## src/rtl/mem_responder_pkg.sv

```systemverilog
// mem_responder_pkg: shared CPU types, default widths and request opcodes
package mem_responder_pkg;
   localparam int DEF_ADDR_W = 5;
   localparam int DEF_DATA_W = 8;
   localparam logic [1:0] OP_NOP = 2'b00;
   localparam logic [1:0] OP_RD  = 2'b01;
   localparam logic [1:0] OP_WR  = 2'b10;
   localparam logic [1:0] OP_ERR = 2'b11;
   typedef enum logic [2:0] {IDLE, WAIT, RESP_RD, RESP_WR, ERR} state_t;
   function automatic logic [1:0] op_of(input logic rd, input logic wr);
      return {wr, rd};
   endfunction
endpackage

```

## src/rtl/mem_responder_if.sv

```systemverilog
// mem_responder_if: CPU-side request/response bus of the memory responder
interface mem_responder_if import mem_responder_pkg::*; #(
   parameter int ADDR_W = DEF_ADDR_W,
   parameter int DATA_W = DEF_DATA_W
);
   logic [ADDR_W-1:0] addr;
   logic              rd;
   logic              wr;
   logic [DATA_W-1:0] wdata;
   logic [DATA_W-1:0] rdata;
   logic              rvalid;
   logic              wack;
   logic              ready;
   logic              err;
   modport master (output addr, rd, wr, wdata, input rdata, rvalid, wack, ready, err);
   modport slave  (input addr, rd, wr, wdata, output rdata, rvalid, wack, ready, err);
endinterface

```

## src/rtl/mem_responder_array.sv

```systemverilog
// mem_array: unreset storage with one write port and one registered read port
module mem_array #(
   parameter int ADDR_W = 5,
   parameter int DATA_W = 8
) (
   input  logic              clk,
   input  logic              rst,
   input  logic              we,
   input  logic              re,
   input  logic [ADDR_W-1:0] waddr,
   input  logic [ADDR_W-1:0] raddr,
   input  logic [DATA_W-1:0] wdata,
   output logic [DATA_W-1:0] rdata
);
   logic [DATA_W-1:0] mem [2**ADDR_W];
   always_ff @(posedge clk)
      if (we) mem[waddr] <= wdata;
   always_ff @(posedge clk or negedge rst)
      if (!rst) rdata <= '0;
      else if (re) rdata <= mem[raddr];
endmodule

```

## src/rtl/mem_responder.sv

```systemverilog
// mem_responder: wait-stated single-request memory responder FSM
module mem_responder import mem_responder_pkg::*; #(
   parameter int ADDR_W      = DEF_ADDR_W,
   parameter int DATA_W      = DEF_DATA_W,
   parameter int WAIT_CYCLES = 1
) (
   input logic           clk,
   input logic           rst,
   mem_responder_if.slave bus
);
   localparam state_t FIRST_RD = WAIT_CYCLES == 0 ? RESP_RD : WAIT;
   localparam state_t FIRST_WR = WAIT_CYCLES == 0 ? RESP_WR : WAIT;
   state_t            state, nxt;
   logic [2:0]        cnt;
   logic [ADDR_W-1:0] addr_q, a;
   logic [DATA_W-1:0] wdata_q;
   logic              wr_q;
   logic [1:0]        op;
   assign op = op_of(bus.rd, bus.wr);
   always_comb begin
      nxt = IDLE;
      case (state)
         IDLE: case (op)
            OP_NOP: nxt = IDLE;
            OP_RD:  nxt = FIRST_RD;
            OP_WR:  nxt = FIRST_WR;
            OP_ERR: nxt = ERR;
         endcase
         WAIT:    nxt = cnt == 3'd1 ? (wr_q ? RESP_WR : RESP_RD) : WAIT;
         default: nxt = IDLE;
      endcase
   end
   always_ff @(posedge clk or negedge rst)
      if (!rst) begin
         state   <= IDLE;
         cnt     <= '0;
         addr_q  <= '0;
         wdata_q <= '0;
         wr_q    <= 1'b0;
      end else begin
         state <= nxt;
         if (state == IDLE && (op == OP_RD || op == OP_WR)) begin
            addr_q  <= bus.addr;
            wdata_q <= bus.wdata;
            wr_q    <= op == OP_WR;
            cnt     <= 3'(WAIT_CYCLES);
         end else if (state == WAIT) cnt <= cnt - 3'd1;
      end
   // zero-wait accesses hit the array on the accept edge, before the latches fill
   assign a = state == IDLE ? bus.addr : addr_q;
   assign bus.ready  = state == IDLE;
   assign bus.rvalid = state == RESP_RD;
   assign bus.wack   = state == RESP_WR;
   assign bus.err    = state == ERR;
   mem_array #(.ADDR_W(ADDR_W), .DATA_W(DATA_W)) u_mem (
      .clk   (clk),
      .rst   (rst),
      .we    (rst && nxt == RESP_WR),
      .re    (rst && nxt == RESP_RD),
      .waddr (a),
      .raddr (a),
      .wdata (state == IDLE ? bus.wdata : wdata_q),
      .rdata (bus.rdata)
   );
endmodule

```

## src/flat_wrapper.sv

```systemverilog
// flat-port wrapper written by rule: the top's interface ports become plain ports
module mem_responder_flat import mem_responder_pkg::*;
#(
   parameter int ADDR_W      = DEF_ADDR_W,
   parameter int DATA_W      = DEF_DATA_W,
   parameter int WAIT_CYCLES = 1
)
  (clk, rst, bus_addr, bus_rd, bus_wr, bus_wdata, bus_rdata, bus_rvalid, bus_wack, bus_ready, bus_err);
  mem_responder_if #(.ADDR_W(ADDR_W), .DATA_W(DATA_W)) bus_i ();
  input logic clk;
  input logic rst;
  input wire logic [$bits(bus_i.addr)-1:0] bus_addr;
  input wire logic [$bits(bus_i.rd)-1:0] bus_rd;
  input wire logic [$bits(bus_i.wr)-1:0] bus_wr;
  input wire logic [$bits(bus_i.wdata)-1:0] bus_wdata;
  output wire logic [$bits(bus_i.rdata)-1:0] bus_rdata;
  output wire logic [$bits(bus_i.rvalid)-1:0] bus_rvalid;
  output wire logic [$bits(bus_i.wack)-1:0] bus_wack;
  output wire logic [$bits(bus_i.ready)-1:0] bus_ready;
  output wire logic [$bits(bus_i.err)-1:0] bus_err;
  assign bus_i.addr = bus_addr;
  assign bus_i.rd = bus_rd;
  assign bus_i.wr = bus_wr;
  assign bus_i.wdata = bus_wdata;
  assign bus_rdata = bus_i.rdata;
  assign bus_rvalid = bus_i.rvalid;
  assign bus_wack = bus_i.wack;
  assign bus_ready = bus_i.ready;
  assign bus_err = bus_i.err;
  mem_responder #(.ADDR_W(ADDR_W), .DATA_W(DATA_W), .WAIT_CYCLES(WAIT_CYCLES)) u_core (.clk(clk), .rst(rst), .bus(bus_i));
endmodule
```

## config.mk

```make
export PLATFORM = sky130hd
export DESIGN_NAME = mem_responder_flat
export DESIGN_NICKNAME = d
export VERILOG_FILES = /design/src/rtl/mem_responder_pkg.sv /design/src/rtl/mem_responder_if.sv /design/src/rtl/mem_responder_array.sv /design/src/rtl/mem_responder.sv /design/src/flat_wrapper.sv
export SDC_FILE = /design/constraint.sdc
export NUM_CORES = 1
export LEC_CHECK = 0
export ABC_CLOCK_PERIOD_IN_PS = 3500
export BUFFER_PORTS_ARGS = -buffer_cell sky130_fd_sc_hd__buf_2
export CAP_MARGIN = 40
export CORE_MARGIN = 2
export CORE_UTILIZATION = 39
export DETAILED_ROUTE_END_ITERATION = 6
export GPL_ROUTABILITY_DRIVEN = 1
export SETUP_SLACK_MARGIN = 0.1
export SYNTH_ARGS = -nofsm -noshare
export SYNTH_HDL_FRONTEND = slang
export SYNTH_SLANG_ARGS = --single-unit
```

## constraint.sdc

```tcl
create_clock -name clk -period 3.5 [get_ports clk]
set_clock_uncertainty 0.05 [all_clocks]
set_input_delay 0.35 -clock clk [delete_from_list [all_inputs] [get_ports clk]]
set_output_delay 0.35 -clock clk [all_outputs]
set_load 0.01 [all_outputs]
```

== Word-level counts from Yosys, hierarchy flattened ==
Memory sizes are Yosys's and may differ from the RTL's. A register that Yosys moved wholly into a read port is not among the register bits.
Index checks and enable logic that the tools add are counted.
W data, S select, Z words.

* Latch bits: 0
* Bits in registers: 20
* Memories: 1
* Bits in read-only memories: 0
* Output and inout bits: 12
* Memory bits (writable): 256
* Input port bits: 17

{| class="wikitable"
|+ Memory list
! memory !! words !! bits a word !! read ports !! clocked after memory_dff !! write ports !! RTL line !! RTL
|-
| u_core.u_mem.mem || 32 || 8 || 1 || 1 || 1 || mem_responder_array.sv:15 || <nowiki>logic [DATA_W-1:0] mem [2**ADDR_W];</nowiki>
|}

* Equal/unequal tests: 10
* $add $sub $neg: 1
* Reductions and logical operators: 9
* Multiply operators: 0
* Magnitude comparators: 0
* Divide/modulo/power cells: 0
* Shift operators: 0
* Mux-type cells: 10
* Bitwise gates (word level): 0

{| class="wikitable"
|+ Operators by type and width
! kind !! count
|-
| $eq A3 B2 Y1 const B || 4
|-
| $mux W3 || 3
|-
| $pmux W3 S3 || 1
|-
| $mux W8 || 1
|-
| $eq A3 B1 Y1 const B || 2
|-
| $pmux W3 S2 || 1
|-
| $mux W5 || 1
|-
| $eq A2 B2 Y1 const B || 2
|-
| $eq A3 B3 Y1 const B || 1
|-
| $logic_and A1 B1 Y1 || 3
|-
| $logic_not A3 Y1 || 1
|-
| $mux W1 || 3
|-
| $sub A3 B1 Y3 const B || 1
|-
| $eq A2 B1 Y1 const B || 1
|-
| $logic_not A2 Y1 || 1
|-
| $reduce_bool A2 Y1 || 1
|-
| $reduce_or A2 Y1 || 1
|-
| $logic_not A1 Y1 || 1
|-
| $logic_or A1 B1 Y1 || 1
|}

== Logic depth before layout (Yosys ltp) ==
Gate-level depths: netlist (run 1).

* Word-level depth: 8
* Depth in mapped cells: 11

== Cells and area by module ==
From an unflattened synthesis (run 1), not the netlist that was laid out.

* Cells, all modules: 673
* Area total of the unflattened synthesis: 11506.0 µm²

{| class="wikitable"
|+ By module, submodules not included
! module !! area an instance (µm²) !! instances !! cells each
|-
| mem_array || 10421.2 || 1 || 591
|-
| mem_responder || 1084.8 || 1 || 82
|}

== Worst setup path before layout (run 1) ==
No wires, ideal clock.

* Path type: register to register
* Start point: reg u_core.state[2]
* End point: mem u_core.u_mem.mem[0][0] (data pin)
* Library setup time: 0.278 ns
* Cell stages (with the launch flop): 10
* Clock period less this slack: 2.788 ns
* Data arrival time: 2.460 ns
* Setup slack: 0.712 ns
* Cell sequence: dfrtp_1 -> buf_6 -> or3_1 -> buf_6 -> clkinv_2 -> clkbuf_1 -> clkbuf_1 -> buf_1 -> nand2_1 -> nand2_1

* Longest elaborated chain between the ends: 2

{| class="wikitable"
|+ RTL lines
! item !! RTL line !! RTL
|-
| start, declared || mem_responder.sv:13 || <nowiki>state_t state, nxt;</nowiki>
|-
| start signal, assigned || mem_responder.sv:41 || <nowiki>state <= nxt;</nowiki>
|-
| $logic_not A3 Y1 || - ||
|-
| net bus_ready || flat_wrapper.sv:19 || <nowiki>output wire logic [$bits(bus_i.ready)-1:0] bus_ready;</nowiki>
|-
| $mux W8 || mem_responder.sv:62 || <nowiki>.wdata (state == IDLE ? bus.wdata : wdata_q),</nowiki>
|-
| net u_core.u_mem.wdata[0] || mem_responder_array.sv:12 || <nowiki>input logic [DATA_W-1:0] wdata,</nowiki>
|-
| end, declared || mem_responder_array.sv:15 ||
|}

The timed path passes the listed nets, and every way through them passes these cells.

== Worst setup path in the final report (run 1) ==
* Start point: reg u_core.state[0]
* End point: reg u_core.u_mem.rdata[2] (read register of u_core.u_mem.mem)

* Longest elaborated chain between the ends: 4

{| class="wikitable"
|+ RTL lines
! item !! RTL line !! RTL
|-
| $eq A3 B1 Y1 / $logic_not A3 Y1 (equally long branches) || mem_responder.sv:22, mem_responder.sv:50 ||
|-
| $pmux W3 S2 || mem_responder.sv:22 || <nowiki>case (state)</nowiki>
|-
| $eq A3 B2 Y1 || mem_responder.sv:59 || <nowiki>.re (rst && nxt == RESP_RD),</nowiki>
|-
| $logic_and A1 B1 Y1 || mem_responder.sv:59 ||
|-
| end, declared || mem_responder_array.sv:13 || <nowiki>output logic [DATA_W-1:0] rdata</nowiki>
|}

Several ways; a longest one is shown, not always the timed one.
A chain may end at the register's enable or synchronous reset.

==> flow_summary_export.csv, run 1 <==
group,metric,value,unit
clock_tree,clk_pin_slew,60,ps
power,pwr-share-clk,23.4,%
logic_synthesis,syn_nets,846,
placed_design,dpl_worst_slack,297.6,ps
layout,final_nets,937,
setup_path,crit_path_max_incr_delay,640,ps
sta,fin_crit_sh,93.67,%
sta,worst_slew_pin_slew,813.0,ps
die,dieWidth,186.3,um
die,rows,66,
die,core,32620,um2
global_route,first_global_vias,7884,
sta,tns,0,ps
route,vias,7944,
setup_path,cp.required,3890,ps
clock_tree,htreeDepth,1,
die,die-area,34720,um2
placed_design,hpwlAfterDp,22.73,mm
setup_path,cp_max_fo,21,
layout,final_cell_mix,"256 x edfxtp_1, 75 x buf_4, 72 x nand2_1",
layout,areaGrowthSynthToFinish,16.73,%
power,p_int,8362,uW
logic_synthesis,synth_area_leaders,"edfxtp_1 59%, mux4_2 11%, dfrtp_1 5.4%",
clock_tree,cts_resized,0,
logic_synthesis,ys.flop_type,"edfxtp_1",
logic_synthesis,yosys_warnings,0,
status,outcome,"finished clean",
setup_path,worst-setup-path-type,"reg -> reg",
layout,diodes,0,
layout,fin_area,15140,um2
route,drt_iter0_markers,763,
placed_design,placed_cell_area,14100,um2
setup_path,crit_family,"simple AND/OR/NAND/NOR gates",
power,p_per_area,873.4,nW/um2
route,avgRoutedWirePerCell,24.87,um
setup_path,end_kind,"flip-flop",
layout,instances_no_fill,1381,
power,ir_worst_vdd,0.4641,mV
route,antenna_left,0,
logic_synthesis,ys_seq_area_share,64.69,%
global_route,track_usage,19.73,%
clock_tree,numCtsBuffers,29,
sta,rsz0062_at_grt,"false",
sta,finalWorstSetupSlack,221.5,ps
setup_path,critPathBufInv,1,
setup_path,startpoint_type,"flip-flop",
setup_path,path_cells,"buf_4, or4b_4, nand2_2, mux2i_1, a222oi_1, or4_1, o32a_1",
logic_synthesis,synth.largest_area_cell,"edfxtp_1",
logic_synthesis,synth.top_cell.area_share,59.29,%
power,p_sw_share,36.74,%
die,initial_core_util,39.75,%
logic_synthesis,synth.cell_area,12970,um2
power,power_leakage,0.005220,uW
route,routed_via_density,5.752,
placed_design,place_inst,1318,
logic_synthesis,syn_area_per_cell,15.72,um2
route,dr.pass1.iters,6,
logic_synthesis,ys_types,61,
clock_tree,clk_latency,560,ps
sta,timing_hold_violations_final,0,
sta,period_minus_slack,3278,ps
global_route,grt_remaining_overflow,0,
sta,fmax,0.3050,GHz
clock_tree,clock-root-buffer,"clkbuf_16",
power,seqPwrFrac,36.5,%
placed_design,place_congestion,0.8445,
layout,drive_gt1_share,26.94,%
layout,final_util,46.40,%
layout,final_common_cell,"edfxtp_1",
power,p_switching,4857,uW
logic_synthesis,syn_inst,825,
clock_tree,cts_sinks,284,
logic_synthesis,synthArstFlopShare,9.859,%
sta,slew_headroom,45.11,%
clock_tree,cts_tree,"built",
power,comb_power_share,40.1,%
placed_design,io_buffers,28,
setup_path,cp.arrival,3660,ps
sta,slew_violations,0,
global_route,antenna_found_initial,0,
hold_path,hp-class,"in -> reg",
global_route,grt_max_degree,51,
setup_path,critPathSlowestCell,"or4_1",
die,die_y,186.3,um
clock_tree,post_cts.repair.setup_buffers,0,
die,io_pins,29,
run,drv_cap,0,
global_route,grt_pass1_wl,51.53,mm
sta,finalSetupViolCount,0,
clock_tree,cts_hold_buf,9,
layout,fillers,2812,
clock_tree,max-clock-path-buffers,3,
logic_synthesis,synth_edf_count,256,
route,finalWirelength,34.34,mm
logic_synthesis,ys_seq_elements,284,
route,drc,0,
area by class of cell:
cell class              instances  area (um2)  share of cell area, %
flip-flops and latches        284        8392                  55.44
multi-input cells             474        4263                  28.16
repair buffers                120       953.4                  6.299
clock buffers                  33       740.7                  4.894
well taps                     442       553.0                  3.654
clock inverters                21       206.4                  1.364
inverters                       7       27.53                 0.1819
worst min-delay path, delay by kind of cell:
family / cells / cell delay, ps
buf+inv: 1 / 160
compound gates: 1 / 70
simple gates: 1 / 70
Yosys cell counts (7+ instances only):
cell type	number
edfxtp_1	256
nand2_1	73
mux2i_1	69
mux4_2	65
nor2_1	61
clkbuf_1	32
dfrtp_1	28
nand3_1	23
mux2_2	21
o21ai_0	16
a21oi_1	12
buf_2	11
o32a_1	11
nor3_1	9
nor2b_1	8
a31oi_1	7
nand2b_1	7
registers in the layout, summed over array words and instances (netlist names):
name and cells:
u_core.u_mem.mem 256, u_core.u_mem.rdata 8, u_core.wdata_q 8, u_core.addr_q 5, u_core.cnt 3, u_core.state 3
u_core.wr_q 1
per-stage QoR:
stage / hold slack (ps) / power, uW
after floorplan: 4.409 / 8131
after global placement: 249.2 / 10150
after detailed placement: 255.5 / 10210
after CTS: 73.12 / 13290
after global routing: 128.3 / 13760
final: 94.95 / 13220
kinds of logic (layout without fill, tap and decap cells):
group | after synthesis | in the layout | synth area share [%]
muxes | 156 | 156 | 18.61
DFF | 284 | 284 | 64.69
adders and majority gates | 4 | 4 | 0.3860
AOI/OAI and AO/OA | 104 | 104 | 6.243
and+or+nand+nor | 210 | 210 | 7.546
buffers and inverters | 67 | 181 | 2.518
path summary, 6_finish.rpt:
| check | from | end | slack, ps | cells after the start |
|---|---|---|---|---|
| setup reg to reg | u_core.state[0] | u_core.u_mem.rdata[2] | 220 | 7 |
| min in group asynchronous | rst | u_core.u_mem.rdata[0] | 220 | 2 |
| setup / recovery | u_core.state[0] | u_core.u_mem.rdata[2] | 220 | 7 |
| hold reg to reg | u_core.cnt[1] | u_core.cnt[1] | 440 | 2 |
| hold / removal | bus_addr[4] | u_core.addr_q[4] | 90 | 3 |
| max in group asynchronous | rst | u_core.addr_q[1] | 2510 | 3 |
per-layer routing:
metal	GRT usage (%)	part of all wire (%)
met5	0	0
met4	5.477	2.7
met3	3.310	6.3
met2	32.09	48
met1	27.54	43
power groups by stage:
stage	Clock [uW]	Sequential, uW	Combinational (uW)
after global placement	0	4890	5260
after global routing	3260	4840	5650
after floorplan	0	4780	3350
after CTS	3140	4820	5320
final	3090	4830	5300
after detailed placement	0	4890	5310
Power figures use the tool's default switching activity.
==> inputs of run 2 (changes only) <==
--- a/config.mk
+++ b/config.mk
@@ -5,6 +5,7 @@
 export SDC_FILE = /design/constraint.sdc
 export NUM_CORES = 1
 export LEC_CHECK = 0
+export ABC_AREA = 1
 export ABC_CLOCK_PERIOD_IN_PS = 3500
 export BUFFER_PORTS_ARGS = -buffer_cell sky130_fd_sc_hd__buf_2
 export CAP_MARGIN = 40
@@ -12,6 +13,7 @@
 export CORE_UTILIZATION = 39
 export DETAILED_ROUTE_END_ITERATION = 6
 export GPL_ROUTABILITY_DRIVEN = 1
+export RECOVER_POWER = 50
 export SETUP_SLACK_MARGIN = 0.1
 export SYNTH_ARGS = -nofsm -noshare
 export SYNTH_HDL_FRONTEND = slang
==> flow_summary_export.csv, run 2 <==
group,metric,value,unit
power,p_switching,5970,uW
sta,slew_headroom,-18.48,%
sta,fmax,0.3113,GHz
power,ir_worst_vdd,0.6949,mV
placed_design,hpwlAfterDp,18.95,mm
logic_synthesis,synth_top_family_by_area,"simple AND/OR/NAND/NOR gates",
layout,largest_reg_flops,256,
hold_path,whs_endpoint,"u_core.wdata_q[4]",
power,seqPwrFrac,33.6,%
logic_synthesis,yosys.cell_count.top_type,"nand2_1",
logic_synthesis,ys_seq_elements,284,
setup_path,crit_start,"u_core.state[1]",
status,violations,"max-capacitance violations, max-slew violations",
sta,timing_hold_violations_final,0,
sta,tns,0,ps
logic_synthesis,ys_top_cells_by_count,"586 x nand2_1, 256 x edfxtp_1, 141 x nand3_1",
logic_synthesis,yosys_warnings,0,
setup_path,path_common_cell,"nor2_1",
layout,multi_input_area,3600,um2
setup_path,end_kind,"flip-flop",
global_route,first_global_vias,8455,
hold_path,hp-class,"in -> reg",
setup_path,startpoint_type,"flip-flop",
die,dieWidth,182.5,um
logic_synthesis,ys_types,27,
layout,drive_gt1_share,10.31,%
logic_synthesis,synth.largest_area_cell,"edfxtp_1",
global_route,grt_pass1_wl,49.25,mm
layout,fin_area,14110,um2
layout,diodes,0,
setup_path,r2r_end,"u_core.u_mem.mem[27][7]",
hold_path,min-delay-start,"bus_wdata[4]",
layout,areaGrowthSynthToFinish,13.56,%
setup_path,crit_path_max_incr_delay,750,ps
status,outcome,"complete, but fails checks",
power,p_per_area,982.1,nW/um2
route,avgRoutedWirePerCell,18.54,um
setup_path,cp.required,3630,ps
global_route,grt_remaining_overflow,0,
clock_tree,clk_pin_slew,60,ps
placed_design,placed_cell_area,13210,um2
route,drt_iter0_markers,928,
setup_path,reg2reg_setup_slack,290,ps
logic_synthesis,syn_nets,1253,
sta,rsz0062_at_grt,"true",
clock_tree,post_cts.repair.setup_buffers,0,
global_route,track_usage,19.25,%
placed_design,place_congestion,0.8470,
route,vias,8605,
clock_tree,clk_latency,550,ps
setup_path,worst-setup-path-type,"reg -> reg",
logic_synthesis,synth_area_leaders,"edfxtp_1 62%, nand2_1 18%, nand3_1 5.7%",
clock_tree,clock-root-buffer,"clkbuf_16",
setup_path,cp_max_fo,17,
global_route,antenna_found_initial,0,
logic_synthesis,synth.cell_area,12430,um2
route,antenna_left,0,
setup_path,path_cells,"nor2_4, nand2_2, nor2_1, a21oi_1, nor2_1, nand3_1, nor2_1",
setup_path,critPathSlowestCell,"nor2_1",
logic_synthesis,syn_inst,1232,
route,drc,0,
clock_tree,cts_tree,"built",
layout,fillers,2975,
route,finalWirelength,31.56,mm
layout,final_cell_mix,"583 x nand2_1, 256 x edfxtp_1, 139 x nand3_1",
setup_path,critPathBufInv,0,
die,die_y,182.5,um
power,power_leakage,0.005850,uW
power,pwr-share-clk,22.7,%
die,io_pins,29,
layout,final_common_cell,"nand2_1",
logic_synthesis,synthMuxAreaShare,0,%
setup_path,reg2regPathDepth,7,
logic_synthesis,ys.flop_type,"edfxtp_1",
clock_tree,max-clock-path-buffers,3,
sta,worst_slew_pin_slew,1777,ps
hold_path,holdPathStages,3,
clock_tree,htreeDepth,1,
run,drv_cap,2,
logic_synthesis,synthXorXnorAreaFrac,0,%
route,routed_via_density,5.056,
layout,top_regs,"u_core.u_mem.mem x256, u_core.u_mem.rdata x8, u_core.wdata_q x8",
power,comb_power_share,43.7,%
die,rows,65,
logic_synthesis,synthSimpleGateAreaFrac,26.83,%
logic_synthesis,syn_area_per_cell,10.09,um2
logic_synthesis,synth_edf_count,256,
layout,final_util,44.83,%
setup_path,reg2reg_from,"u_core.state[1]",
power,p_int,7889,uW
sta,period_minus_slack,3212,ps
setup_path,crit_family,"simple AND/OR/NAND/NOR gates",
logic_synthesis,synth.top_cell.area_share,61.87,%
sta,finalSetupViolCount,0,
global_route,grt_max_degree,71,
logic_synthesis,synth_compound_area_share,1.541,%
die,initial_core_util,39.48,%
sta,slew_violations,63,
die,core,31470,um2
die,die-area,33300,um2
logic_synthesis,synth_adder_area_share,0.4028,%
layout,final_nets,1298,
sta,whs,14.67,ps
setup_path,cp.arrival,3340,ps
clock_tree,numCtsBuffers,29,
sta,fin_crit_sh,91.77,%
layout,top_register,"u_core.u_mem.mem",
route,dr.pass1.iters,5,
power,p_sw_share,43.08,%
clock_tree,cts_sinks,284,
logic_synthesis,ys_seq_area_share,67.51,%
layout,seq_area,8388,um2
logic_synthesis,synthArstFlopShare,9.859,%
placed_design,io_buffers,28,
==> run 2: layer usage <==
metal | wire length (um) | vias up | part of all wire (%) | GRT usage, %
met2 | 15020 | 270 | 48 | 31.67
met4 | 645 | 0 | 2.0 | 5.935
met1 | 14130 | 4132 | 45 | 26.79
met5 | 0 | - | 0 | 0
li1 | - | 4165 | - | -
met3 | 1760 | 38 | 5.6 | 2.335
==> run 2: metrics by stage <==
| stage | cells | setup slack [ps] | power (uW) |
|---|---|---|---|
| 6_report | 1702 | 288.1 | 13860 |
| 4_1_cts | 1702 | 276.8 | 14040 |
| 2_1_floorplan | 1232 | 617.4 | 8677 |
| 3_5_place_dp | 1647 | 294.3 | 10880 |
| 3_3_place_gp | 1646 | 355.5 | 10800 |
| 5_1_grt | 1702 | 30.20 | 14750 |
==> run 2: logic make-up after synthesis <==
kind of cell	count (synthesis)
flip-flops	284
buffers and inverters	108
adder cells (fa/ha/maj)	4
AND/OR/NAND/NOR	803
AO/OA/AOI/OAI	33
==> run 2: power groups by stage <==
stage / sequential, uW / clock (uW) / combinational (uW)
after floorplan: 4730 / 0 / 3950
after global placement: 4700 / 0 / 6100
after detailed placement: 4700 / 0 / 6180
after CTS: 4630 / 3200 / 6210
after global routing: 4680 / 3330 / 6740
final: 4660 / 3150 / 6050
==> run 2: worst min-delay path: stages <==
cell and delay (ps):
buf_2 90, inv_1 50, o21ai_0 80
==> run 2: cell type report <==
type,instances,share of cell area (%)
multi-input combinational,840,25.51
timing repair buffer,72,3.228
inverter,50,1.348
clock inverter,16,1.170
sequential,284,59.44
clock buffer,38,5.737
tap,402,3.564
==> run 2: how the worst max path moves through the flow <==
stage | end | cells past startpoint | slack [ps]
4_1_cts | u_core.u_mem.mem[27][2] | 7 | 280
3_5_place_dp | u_core.u_mem.mem[27][4] | 7 | 290
2_1_floorplan | u_core.u_mem.mem[0][0] | 6 | 620
3_3_place_gp | u_core.u_mem.mem[27][1] | 7 | 360
5_1_grt | u_core.u_mem.rdata[4] | 8 | 30
6_report | u_core.u_mem.mem[27][7] | 7 | 290
==> run 2: repair_timing <==
| action | in CTS | in global routing |
|---|---|---|
| endpoints found under the setup margin | 0 | 40 |
| hold endpoints to repair | 28 | 0 |
| resized for setup | 0 | 0 |
| hold buffers | 1 | 0 |
==> inputs of run 3 (changes only) <==
--- a/config.mk
+++ b/config.mk
@@ -6,7 +6,7 @@
 export NUM_CORES = 1
 export LEC_CHECK = 0
 export ABC_AREA = 1
-export ABC_CLOCK_PERIOD_IN_PS = 3500
+export ABC_CLOCK_PERIOD_IN_PS = 2800
 export BUFFER_PORTS_ARGS = -buffer_cell sky130_fd_sc_hd__buf_2
 export CAP_MARGIN = 40
 export CORE_MARGIN = 2
==> constraint.sdc (replaced) <==
create_clock -name clk -period 2.8 [get_ports clk]
set_clock_uncertainty 0.05 [all_clocks]
set_input_delay 0.28 -clock clk [delete_from_list [all_inputs] [get_ports clk]]
set_output_delay 0.28 -clock clk [all_outputs]
set_load 0.01 [all_outputs]
==> flow_summary_export.csv, run 3 (synthesized netlist as in run 2, its figures left out) <==
group,metric,value,unit
status,outcome,"complete, but fails checks",
status,violations,"negative hold slack",
sta,fmax,0.3942,GHz
setup_path,reg2regPathDepth,5,
layout,drive_gt1_share,11.67,%
clock_tree,clk_latency,550,ps
setup_path,worst-setup-path-type,"reg -> reg",
setup_path,critPathSlowestCell,"dlymetal6s4s_1",
global_route,antenna_found_initial,0,
setup_path,cp.arrival,2690,ps
die,initial_core_util,39.48,%
route,drt_iter0_markers,776,
global_route,grt_max_degree,71,
setup_path,reg2reg_from,"u_core.state[1]",
sta,finalSetupViolCount,0,
setup_path,crit_path_max_incr_delay,850,ps
route,finalWirelength,32.06,mm
setup_path,path_cells,"nor2_4, nand2_2, clkbuf_2, o21ai_1, dlymetal6s4s_1",
route,drc,0,
clock_tree,clk_pin_slew,60,ps
placed_design,io_buffers,28,
placed_design,place_congestion,0.9134,
clock_tree,htreeDepth,1,
hold_path,min-delay-start,"bus_wdata[5]",
route,antenna_left,0,
layout,top_register,"u_core.u_mem.mem",
clock_tree,cts_tree,"built",
clock_tree,cts_sinks,284,
hold_path,holdPathStages,3,
clock_tree,max-clock-path-buffers,3,
layout,fillers,2931,
power,power_leakage,0.006020,uW
clock_tree,numCtsBuffers,29,
placed_design,hpwlAfterDp,20.30,mm
layout,instances_no_fill,1739,
sta,worst_slew_pin_slew,1040,ps
sta,rsz0062_at_grt,"false",
setup_path,cp.required,2950,ps
die,dieWidth,182.5,um
power,ir_worst_vdd,0.7539,mV
sta,period_minus_slack,2537,ps
layout,final_nets,1338,
layout,final_common_cell,"nand2_1",
power,power,17150,uW
layout,final_cell_mix,"583 x nand2_1, 256 x edfxtp_1, 137 x nand3_1",
layout,multi_input_area,3616,um2
die,die-area,33300,um2
sta,timing_hold_violations_final,2,
sta,fin_crit_sh,90.60,%
die,core,31470,um2
hold_path,whs_endpoint,"u_core.wdata_q[5]",
layout,areaGrowthSynthToFinish,15.68,%
global_route,grt_pass1_wl,49.59,mm
layout,diodes,0,
clock_tree,clock-root-buffer,"clkbuf_16",
route,vias,8781,
die,die_y,182.5,um
global_route,first_global_vias,8468,
layout,largest_reg_flops,256,
sta,slew_violations,0,
setup_path,startpoint_type,"flip-flop",
setup_path,end_kind,"flip-flop",
run,drv_cap,0,
hold_path,hp-class,"in -> reg",
setup_path,r2r_end,"u_core.u_mem.mem[25][4]",
placed_design,place_inst,1674,
route,routed_via_density,5.049,
global_route,track_usage,19.36,%
setup_path,reg2reg_setup_slack,260,ps
layout,top_regs,"u_core.u_mem.mem x256, u_core.u_mem.rdata x8, u_core.wdata_q x8",
setup_path,cp_max_fo,18,
power,p_per_area,1193,nW/um2
sta,slew_headroom,29.90,%
die,rows,65,
layout,seq_area,8388,um2
global_route,grt_remaining_overflow,0,
route,dr.pass1.iters,5,
die,io_pins,29,
sta,whs,-10.24,ps
route,avgRoutedWirePerCell,18.44,um
run 3: stage by stage:
step | TNS, ps | utilization [%] | hold slack, ps | setup WS [ps] | cell area (um2)
CTS | 0 | 45.95 | 5.648 | 244.5 | 14460
floorplan | -21140 | - | -65.59 | -82.58 | 12430
global placement | 0 | 42.68 | 309.6 | 329.4 | 13430
detailed placement | 0 | 42.87 | 312.1 | 281.0 | 13490
finish | 0 | 45.67 | -10.24 | 263.3 | 14370
global route | 0 | 45.67 | 17.95 | 122.2 | 14370
run 3: worst max path at each step:
stage	start	end	slack (ps)	depth (start not counted)
2_1_floorplan	u_core.state[1]	u_core.u_mem.mem[0][0]	-80	6
3_3_place_gp	u_core.state[1]	u_core.u_mem.mem[25][4]	330	9
3_5_place_dp	u_core.state[1]	u_core.u_mem.mem[2][1]	280	9
4_1_cts	u_core.state[1]	u_core.u_mem.mem[2][5]	240	9
5_1_grt	u_core.state[1]	u_core.u_mem.rdata[0]	120	12
6_report	u_core.state[1]	u_core.u_mem.mem[25][4]	260	5
run 3: layout make-up:
class	instances	share of cell area (%)
Clock buffer	32	5.127
Clock inverter	19	0.7747
Inverter	50	1.323
Multi-Input combinational cell	840	25.16
Sequential cell	284	58.36
Tap cell	402	3.499
Timing Repair Buffer	112	5.763
run 3: power by group:
| group | internal [uW] | switching, uW | total, uW |
|---|---|---|---|
| Sequential | 5660 | 137 | 5800 |
| Combinational | 2060 | 5780 | 7840 |
| Clock | 1960 | 1550 | 3510 |
run 3: layer usage:
metal	part of all wire, %	track usage, %
met5	0	0
met4	2.5	5.677
met3	5.8	2.514
met2	47	31.85
met1	44	26.99
run 3: repair_timing:
item,CTS,global route
hold buffers,12,0
hold endpoints to repair,39,0
setup endpoints to repair,0,116
buffers inserted,0,1
gates resized for setup,0,4
run 3: critical path: cells and delay by family (launching register included):
kind                   cells  cell delay (ps)
buffers and inverters      2             1130
and+or+nand+nor            2              320
DFF                        1              430
AOI/OAI and AO/OA          1              230
